==> config.mk <==
export PLATFORM = sky130hd
export DESIGN_NAME = osc_stim_gen
export DESIGN_NICKNAME = d
export VERILOG_FILES = /design/src/rtl/osc_pkg.sv /design/src/rtl/osc_lfsr16.sv /design/src/rtl/osc_stim_gen.sv
export SDC_FILE = /design/constraint.sdc
export NUM_CORES = 1
export LEC_CHECK = 0
export BUFFER_PORTS_ARGS = -buffer_cell sky130_fd_sc_hd__buf_2
export CAP_MARGIN = 20
export CORE_MARGIN = 10
export CORE_UTILIZATION = 40
export DETAILED_ROUTE_END_ITERATION = 10
export GPL_TIMING_DRIVEN = 0
export REMOVE_ABC_BUFFERS = 1
export SLEW_MARGIN = 5
export SYNTH_ARGS = -nofsm -noshare
export SYNTH_HDL_FRONTEND = slang
export SYNTH_SLANG_ARGS = --single-unit
==> constraint.sdc <==
create_clock -name i_clk -period 3.3 [get_ports i_clk]
set_input_delay 0.33 -clock i_clk [delete_from_list [all_inputs] [get_ports i_clk]]
set_output_delay 0.33 -clock i_clk [all_outputs]
set_load 0.1 [all_outputs]
==> src/rtl/osc_pkg.sv <==
// Shared encodings and constants for the float32 square-wave stimulus generator.
package osc_pkg;

  localparam logic [2:0] ST_IDLE = 3'd0;
  localparam logic [2:0] ST_ARM  = 3'd1;
  localparam logic [2:0] ST_HIGH = 3'd2;
  localparam logic [2:0] ST_LOW  = 3'd3;
  localparam logic [2:0] ST_DONE = 3'd4;

  typedef enum logic [2:0] {
    S_IDLE = ST_IDLE,
    S_ARM  = ST_ARM,
    S_HIGH = ST_HIGH,
    S_LOW  = ST_LOW,
    S_DONE = ST_DONE
  } osc_state_e;

  // Fibonacci taps 16,14,13,11 expressed as bit positions 15,13,12,10
  localparam logic [15:0] LFSR_TAPS  = 16'hB400;
  localparam logic [31:0] FLOAT_ZERO = 32'h0000_0000;

endpackage

==> src/rtl/osc_lfsr16.sv <==
// 16-bit Fibonacci LFSR used to dither the two LSBs of emitted mantissas.
// Only instantiated when OSC_STIM_DITHER_EN is defined.
module osc_lfsr16
  import osc_pkg::*;
(
  input  logic        i_clk,
  input  logic        i_rst,
  input  logic        i_load,
  input  logic [15:0] i_seed,
  input  logic        i_step,
  output logic [15:0] o_q
);

  logic [15:0] lfsr_q;
  logic [15:0] lfsr_d;
  logic        fb;

  assign fb = ^(lfsr_q & LFSR_TAPS);

  always_comb begin
    lfsr_d = lfsr_q;
    if (i_load) begin
      lfsr_d = i_seed;
    end else if (i_step) begin
      lfsr_d = {lfsr_q[14:0], fb};
    end
  end

  always_ff @(posedge i_clk) begin
    if (i_rst) begin
      lfsr_q <= i_seed;
    end else begin
      lfsr_q <= lfsr_d;
    end
  end

  assign o_q = lfsr_q;

endmodule

==> src/rtl/osc_stim_gen.sv <==
// Bounded float32 square-wave stimulus for oscillation-interlock self-test.
// Optional mantissa dither enabled by defining OSC_STIM_DITHER_EN.
//
// state | meaning
// IDLE  | drive idle level, wait for start
// ARM   | latch config, clear counters
// HIGH  | emit hi level once per divider tick
// LOW   | emit lo level once per divider tick, count cycles
// DONE  | pulse done, reload idle level
module osc_stim_gen
  import osc_pkg::*;
#(
  parameter int unsigned CNT_W     = 32,
  parameter logic [15:0] LFSR_SEED = 16'hACE1
) (
  input  logic             i_clk,
  input  logic             i_rst,
  input  logic             i_start,
  input  logic             i_abort,
  input  logic [31:0]      i_level_hi,
  input  logic [31:0]      i_level_lo,
  input  logic [31:0]      i_idle_level,
  input  logic [CNT_W-1:0] i_half_period,
  input  logic [CNT_W-1:0] i_sample_div,
  input  logic [CNT_W-1:0] i_cycle_num,
  output logic [31:0]      o_data,
  output logic             o_data_valid,
  output logic             o_busy,
  output logic             o_done,
  output logic [2:0]       o_state,
  output logic [CNT_W-1:0] o_cycle_cnt
);

  localparam logic [CNT_W-1:0] ONE = {{(CNT_W-1){1'b0}}, 1'b1};

  osc_state_e       state_q, state_d;
  logic [31:0]      data_q, data_d;
  logic             valid_q, valid_d;
  logic             done_q, done_d;
  logic [CNT_W-1:0] div_cnt_q, div_cnt_d;
  logic [CNT_W-1:0] smp_cnt_q, smp_cnt_d;
  logic [CNT_W-1:0] cycle_cnt_q, cycle_cnt_d;
  logic [31:0]      hi_q, hi_d, lo_q, lo_d;
  logic [CNT_W-1:0] half_q, half_d, div_q, div_d, ncyc_q, ncyc_d;

  logic             tick, emit, last_smp;
  logic [CNT_W-1:0] smp_nxt, cycle_nxt;
  logic [31:0]      dith_mask;

  assign tick      = (div_cnt_q == div_q - ONE);
  assign emit      = !i_abort && ((state_q == S_HIGH) || (state_q == S_LOW)) && tick;
  assign smp_nxt   = smp_cnt_q + ONE;
  assign cycle_nxt = cycle_cnt_q + ONE;
  assign last_smp  = (smp_nxt == half_q);

`ifdef OSC_STIM_DITHER_EN
  logic [15:0] lfsr_q;
  logic        lfsr_load;

  assign lfsr_load = !i_abort && (state_q == S_ARM);

  osc_lfsr16 u_lfsr (
    .i_clk  (i_clk),
    .i_rst  (i_rst),
    .i_load (lfsr_load),
    .i_seed (LFSR_SEED),
    .i_step (emit),
    .o_q    (lfsr_q)
  );

  assign dith_mask = {30'b0, lfsr_q[1:0]};
`else
  logic unused_seed;
  assign unused_seed = ^LFSR_SEED;
  assign dith_mask   = FLOAT_ZERO;
`endif

  always_comb begin
    state_d     = state_q;
    data_d      = data_q;
    valid_d     = 1'b0;
    done_d      = 1'b0;
    div_cnt_d   = div_cnt_q;
    smp_cnt_d   = smp_cnt_q;
    cycle_cnt_d = cycle_cnt_q;
    hi_d        = hi_q;
    lo_d        = lo_q;
    half_d      = half_q;
    div_d       = div_q;
    ncyc_d      = ncyc_q;

    if (i_abort) begin
      state_d = S_IDLE;
      data_d  = i_idle_level;
    end else begin
      case (state_q)
        S_IDLE: begin
          data_d    = i_idle_level;
          div_cnt_d = '0;
          if (i_start) state_d = S_ARM;
        end
        S_ARM: begin
          hi_d        = i_level_hi;
          lo_d        = i_level_lo;
          half_d      = (i_half_period == '0) ? ONE : i_half_period;
          div_d       = (i_sample_div == '0) ? ONE : i_sample_div;
          ncyc_d      = i_cycle_num;
          div_cnt_d   = '0;
          smp_cnt_d   = '0;
          cycle_cnt_d = '0;
          state_d     = (i_cycle_num == '0) ? S_DONE : S_HIGH;
        end
        S_HIGH, S_LOW: begin
          // divider free-runs across HIGH/LOW so there is no phase gap
          div_cnt_d = tick ? '0 : div_cnt_q + ONE;
          if (emit) begin
            valid_d   = 1'b1;
            smp_cnt_d = last_smp ? '0 : smp_nxt;
            if (state_q == S_HIGH) begin
              data_d = hi_q ^ dith_mask;
              if (last_smp) state_d = S_LOW;
            end else begin
              data_d = lo_q ^ dith_mask;
              if (last_smp) begin
                cycle_cnt_d = cycle_nxt;
                state_d     = (cycle_nxt == ncyc_q) ? S_DONE : S_HIGH;
              end
            end
          end
        end
        S_DONE: begin
          done_d  = 1'b1;
          data_d  = i_idle_level;
          state_d = S_IDLE;
        end
        default: state_d = S_IDLE;
      endcase
    end
  end

  always_ff @(posedge i_clk) begin
    if (i_rst) begin
      state_q     <= S_IDLE;
      data_q      <= FLOAT_ZERO;
      valid_q     <= 1'b0;
      done_q      <= 1'b0;
      div_cnt_q   <= '0;
      smp_cnt_q   <= '0;
      cycle_cnt_q <= '0;
      hi_q        <= FLOAT_ZERO;
      lo_q        <= FLOAT_ZERO;
      half_q      <= '0;
      div_q       <= '0;
      ncyc_q      <= '0;
    end else begin
      state_q     <= state_d;
      data_q      <= data_d;
      valid_q     <= valid_d;
      done_q      <= done_d;
      div_cnt_q   <= div_cnt_d;
      smp_cnt_q   <= smp_cnt_d;
      cycle_cnt_q <= cycle_cnt_d;
      hi_q        <= hi_d;
      lo_q        <= lo_d;
      half_q      <= half_d;
      div_q       <= div_d;
      ncyc_q      <= ncyc_d;
    end
  end

  assign o_data       = data_q;
  assign o_data_valid = valid_q;
  assign o_done       = done_q;
  assign o_state      = state_q;
  assign o_cycle_cnt  = cycle_cnt_q;
  assign o_busy       = (state_q == S_ARM) || (state_q == S_HIGH) || (state_q == S_LOW);

endmodule

; After elaboration in Yosys (flattened, before gate mapping)
; Index checks and enable logic that the tools add are counted.
[totals]
ff_bits = 293
in_bits = 196
elab_cells = 79
output_inout_bits = 70
[op_classes]
reduce_logical = 24
n_eq_ne = 12
n_mux = 25
addsub = 4
bitwise = 2
[ops]
columns = cell, count
row1 = $mux W32, 11
row2 = $pmux W32 S2, 4
row3 = $add A32 B1 Y32 const B, 3
row4 = $eq A32 B32 Y1, 3
row5 = $logic_not A32 Y1, 3
row6 = $sub A32 B1 Y32 const B, 1
row7 = $mux W3, 7
row8 = $pmux W3 S3, 1
row9 = $ne A2 B2 Y1 const B, 4
row10 = $reduce_or A2 Y1, 4
row11 = $eq A3 B2 Y1 const B, 2
row12 = $reduce_and A2 Y1, 3
row13 = $reduce_and A3 Y1, 2
row14 = $reduce_and A5 Y1, 1
row15 = $reduce_bool A2 Y1, 2
row16 = $eq A3 B1 Y1 const B, 1
row17 = $eq A3 B3 Y1 const B, 1
row18 = $logic_not A3 Y1, 1
row19 = $logic_or A1 B1 Y1, 3
row20 = $ne A3 B3 Y1 const B, 1
row21 = $reduce_bool A3 Y1, 1
row22 = $reduce_or A3 Y1, 1
row23 = $logic_and A1 B1 Y1, 2
row24 = $mux W1, 2
row25 = other kinds (2), 3

; Depth between registers and ports, before layout
[logic_depth]
ltp_word = 7
ltp_mapped = 14
depth_no_buf = 11

; Worst setup path before layout
; No wires, ideal clock.
[synth_path]
path_kind = register to register
from = register cycle_cnt_q[0], in the netlist o_cycle_cnt[0]
to = register state_q[2], in the netlist o_state[2]
required_time_ps = 3230
path_slack_ps = -730
setup_ps = 70
arrival_time_ps = 3960
synth_period_minus_slack_ps = 4030
path_stages_with_launch = 12
path_buffers = 1
cell_sequence = dfxtp_1 -> ha_1 -> buf_1 -> and2_1 -> nand2_1 -> nor4_1 -> a21oi_1 -> o21a_1 -> or4_1 -> nor4_1 -> o211ai_1 -> a21boi_1
[synth_between]
elab_chain_cells = 7
[synth_lines]
columns = element, line_no
row1 = start: declaration, osc_stim_gen.sv:42  ; logic [CNT_W-1:0] cycle_cnt_q, cycle_cnt_d;
row2 = start signal: assignment, osc_stim_gen.sv:162  ; cycle_cnt_q <= cycle_cnt_d;
row3 = $add A32 B1 Y32, osc_stim_gen.sv:53  ; assign cycle_nxt = cycle_cnt_q + ONE;
row4 = $eq A32 B32 Y1, osc_stim_gen.sv:126  ; state_d = (cycle_nxt == ncyc_q) ? S_DONE : S_HIGH;
row5 = $mux W3, osc_stim_gen.sv:126
row6 = $mux W3, osc_stim_gen.sv:124  ; if (last_smp) begin
row7 = $mux W3, osc_stim_gen.sv:119  ; if (state_q == S_HIGH) begin
row8 = $mux W3, osc_stim_gen.sv:116  ; if (emit) begin
row9 = $pmux W3 S3, osc_stim_gen.sv:96  ; case (state_q)
row10 = end signal: assignment, osc_stim_gen.sv:156  ; state_q <= state_d;
row11 = end: declaration, osc_stim_gen.sv:36  ; osc_state_e state_q, state_d;
; No other way between the ends. The select of a mux whose other input is x is not followed.
; A chain may end at the register's enable or synchronous reset.

; Worst setup path after layout
[layout_path]
from = register smp_cnt_q[0]
to = register cycle_cnt_q[6], in the netlist o_cycle_cnt[6]
[layout_between]
elab_chain_cells = 4
[layout_lines]
columns = element, line_no
row1 = start: declaration, osc_stim_gen.sv:41  ; logic [CNT_W-1:0] smp_cnt_q, smp_cnt_d;
row2 = start signal: assignment, osc_stim_gen.sv:161  ; smp_cnt_q <= smp_cnt_d;
row3 = $add A32 B1 Y32, osc_stim_gen.sv:52  ; assign smp_nxt = smp_cnt_q + ONE;
row4 = $eq A32 B32 Y1, osc_stim_gen.sv:54  ; assign last_smp = (smp_nxt == half_q);
row5 = $ne A2 B2 Y1 (no line), -
row6 = $reduce_and A5 Y1 (no line), -
; No other way between the ends.

==> flow_metrics.env <==
export IMPL_fillCellCount=3908
export IMPL_cpMostUsedCell="or4_4"
export IMPL_synth_compound_area_share=0.2186
export IMPL_yosys_area_share_simple=0.3040
export IMPL_avgSynthCellArea_sq_um=7.376
export IMPL_cts_tree="built"
export IMPL_rows=74
export IMPL_clkTransAtPathRegs_ns=0.06
export IMPL_firstDrtPassIters=5
export IMPL_grt_max_degree=119
export IMPL_initial_core_util=0.4074
export IMPL_worstMarginPinSlew_ns=0.8761
export IMPL_ant_nets=0
export IMPL_port_buffers=265
export IMPL_final_hold_viol_count=0
export IMPL_power_switching_w=0.002372
export IMPL_yosysWarnings=0
export IMPL_p_leak_nw=8.280
export IMPL_finalWirelength_um=61650
export IMPL_numCtsBuffers=36
export IMPL_fin_crit_ns=3.418
export IMPL_ios=266
export IMPL_drive_above_1_share=0.2759
export IMPL_dieArea_sq_um=50460
export IMPL_dp_hpwl_um=40690
export IMPL_netlist_area_sq_um=16750
export IMPL_routedWlPerCell_um=19.92
export IMPL_p_per_area_nw_per_um2=394.2
export IMPL_start_kind="register"
export IMPL_setup_tns_ns=-3.950
export IMPL_drv_cap=0
export IMPL_async_flop_share=0
export IMPL_chipWidth_um=224.6
export IMPL_cpPeakStageDelay_ns=0.52
export IMPL_p_seq_frac=0.414
export IMPL_intPower_w=0.006458
export IMPL_max_freq_mhz=292.5
export IMPL_place_area_sq_um=18510
export IMPL_multi_input_area_sq_um=11280
export IMPL_holdWs_ns=0.02060
export IMPL_pwr_share_clk=0.454
export IMPL_synth_fa_ha_area_frac=0.002988
export IMPL_violations="negative setup slack"
export IMPL_setup_violations=62
export IMPL_synth_edf_count=0
export IMPL_crit_path_max_fanout=5
export IMPL_ys_flop_type="dfxtp_1"
export IMPL_grt_pass1_vias=17010
export IMPL_yosysSeqAreaShare=0.3502
export IMPL_clkLatencyLatePin_ns=0.55
export IMPL_peakVddDrop_mv=0.3323
export IMPL_finish_instance_area_sq_um=22400
export IMPL_crit_required_ns=3.76
export IMPL_setup_ws_ns=-0.1184
export IMPL_die_y_um=224.6
export IMPL_synth_seq_cells=293
export IMPL_grt_pass1_wl_um=93690
export IMPL_hp_class="in2reg"
export IMPL_vias_per_cell=5.884
export IMPL_rsz0062_at_grt="true"
export IMPL_swShare=0.2686
export IMPL_nNetsFinal=2740
export IMPL_place_congestion=0.8857
export IMPL_root_buffer="clkbuf_16"
export IMPL_yosysUniqueCellTypes=86
export IMPL_report_final_slew_viol_count=0
export IMPL_status="finished with violations"
export IMPL_cts_sinks=293
export IMPL_areaGrowthSynthToFinish_pct=33.72
export IMPL_synth_xor_area_frac=0.06626
export IMPL_coreArea_sq_um=41110
export IMPL_htree_levels=2
export IMPL_seqCellArea_sq_um=5958
export IMPL_grt_usage=0.2259
export IMPL_drc=0
export IMPL_pre_cts_slack_ns=-1.850
export IMPL_synth_top_family_by_area="simple AND/OR/NAND/NOR gates"
export IMPL_crit_type="reg2reg"
export IMPL_crit_arrival_ns=3.88
export IMPL_clockBufferDepth=3
export IMPL_endpoint_kind="register"
export IMPL_power_frac_comb=0.133
export IMPL_drt_initial_drc_count=1425
export IMPL_period_share=1.036
export IMPL_antenna_found_initial=16
export IMPL_crit_chain="ha_4 > nand3_4 > or4_4 > or4_4 > a32o_2 > a211oi_2 > nor4b_4 > buf_6 > buf_12 > and3_4 > nand4_4 > o31ai_2"
export IMPL_num_vias=18210
export IMPL_maxSlewHeadroom=0.4159
export IMPL_grt_overflow=0
export IMPL_critPathSlowestCell="or4_4"
export IMPL_postSynthCellCount=2271
export IMPL_fin_skew_ns=0.01108
export IMPL_synthMuxAreaShare=0.005453
==> flip-flops by register name (all words and copies together) (netlist names) <==
name / count
div_cnt_q: 32
div_q: 32
half_q: 32
hi_q: 32
lo_q: 32
ncyc_q: 32
o_cycle_cnt: 32
o_data: 32
o_data_valid: 1
o_done: 1
o_state: 3
smp_cnt_q: 32
==> cell type report <==
cell class,instances,share of cell area
clock inverter,7,0.004134
antenna,3,0.0003352
tap,532,0.02972
clock buffer,50,0.04843
timing repair buffer,421,0.1433
inverter,26,0.004469
sequential,293,0.2660
multi-input combinational,1762,0.5035
==> cell families (layout without fill, tap and decap cells) <==
logic type / Yosys count / count (layout)
buffers and inverters: 217 / 504
adders and majority gates: 4 / 4
and+or+nand+nor: 1014 / 1015
muxes: 9 / 9
other: 0 / 3
xor gates and xnor gates: 125 / 125
DFF: 293 / 293
AOI/OAI and AO/OA: 609 / 609
==> stage by stage <==
| step | power (W) | cells | utilization |
|---|---|---|---|
| after floorplan | 0.004338 | 2080 | - |
| after global placement | 0.004696 | 2877 | 0.4369 |
| after detailed placement | 0.004732 | 2901 | 0.4502 |
| after CTS | 0.008867 | 3057 | 0.5208 |
| after global routing | 0.009144 | 3092 | 0.5447 |
| final | 0.008830 | 3094 | 0.5448 |
==> critical path, delay by kind of cell, from the launching register on <==
kind / cells / cell delay [ns]
AOI/OAI and AO/OA: 3 / 0.75
DFF: 1 / 0.36
buffers and inverters: 2 / 0.27
and+or+nand+nor: 6 / 1.79
adders and majority gates: 1 / 0.15
==> final timing paths <==
check	start	to	slack (ns)	cells past startpoint
worst max-delay path	smp_cnt_q[0]	o_cycle_cnt[6]	-0.12	12
worst min-delay path	i_level_hi[15]	hi_q[15]	0.02	3
worst max register to register	smp_cnt_q[0]	o_cycle_cnt[6]	-0.12	12
worst min register to register	lo_q[13]	lo_q[13]	0.45	2
==> placed cells by master (no fill, tap or decap), drive strengths merged, types with 9 or more instances in the layout <==
cell	Yosys	final
a21o	10	10
a21oi	302	302
a311oi	9	9
a31o	14	14
a31oi	34	34
a32oi	26	26
and2	15	15
and3	47	47
and4	14	14
buf	33	394
clkbuf	158	53
dfxtp	293	293
dlygate4sd3	0	24
inv	25	27
nand2	471	471
nand2b	17	17
nand3	74	74
nand4	55	56
nor2	74	74
nor2b	33	33
nor3	42	42
nor4	57	57
o211ai	10	10
o21ai	99	99
o31ai	33	33
or3	47	47
or4	19	19
xnor2	75	75
xor2	49	49
==> per-layer routing <==
| layer | global-route usage | share of wire | vias to the layer above |
|---|---|---|---|
| li1 | - | - | 8698 |
| met1 | 0.2933 | 0.43 | 8767 |
| met2 | 0.3710 | 0.47 | 613 |
| met3 | 0.05387 | 0.078 | 103 |
| met4 | 0.05462 | 0.019 | 24 |
| met5 | 0 | 0.0025 | - |
==> synthesized netlist by cell type (all sizes together), types with 10 or more instances <==
| cell type | n | area (sq um) |
|---|---|---|
| a21o | 10 | 75.07 |
| a21oi | 302 | 1511 |
| a31o | 14 | 122.6 |
| a31oi | 34 | 212.7 |
| a32oi | 26 | 227.7 |
| and2 | 15 | 93.84 |
| and3 | 47 | 294.0 |
| and4 | 14 | 122.6 |
| buf | 33 | 188.9 |
| clkbuf | 158 | 593.1 |
| dfxtp | 293 | 5866 |
| inv | 25 | 93.84 |
| nand2 | 471 | 1768 |
| nand2b | 17 | 106.4 |
| nand3 | 74 | 382.9 |
| nand4 | 55 | 356.6 |
| nor2 | 74 | 277.8 |
| nor2b | 33 | 206.5 |
| nor3 | 42 | 221.5 |
| nor4 | 57 | 381.6 |
| o211ai | 10 | 75.07 |
| o21ai | 99 | 495.5 |
| o31ai | 33 | 247.7 |
| or3 | 47 | 299.0 |
| or4 | 19 | 146.4 |
| xnor2 | 75 | 656.9 |
| xor2 | 49 | 429.2 |
==> what timing repair did <==
| action | in CTS | in global routing |
|---|---|---|
| hold buffers | 24 | 0 |
| hold endpoints to repair | 24 | 0 |
| resized for setup | 173 | 179 |
| pin swaps | 89 | 101 |
| cloned | 9 | 4 |
| setup buffers | 66 | 37 |
| setup endpoints to repair | 153 | 125 |
==> power by group through the flow <==
stage / clock, W / sequential (W) / combinational (W)
floorplan: 0 / 0.00393 / 0.000403
global placement: 0 / 0.00374 / 0.000957
detailed placement: 0 / 0.00374 / 0.000996
CTS: 0.00410 / 0.00366 / 0.00110
global route: 0.00423 / 0.00366 / 0.00125
finish: 0.00401 / 0.00365 / 0.00117
Power figures use the tool's default switching activity.
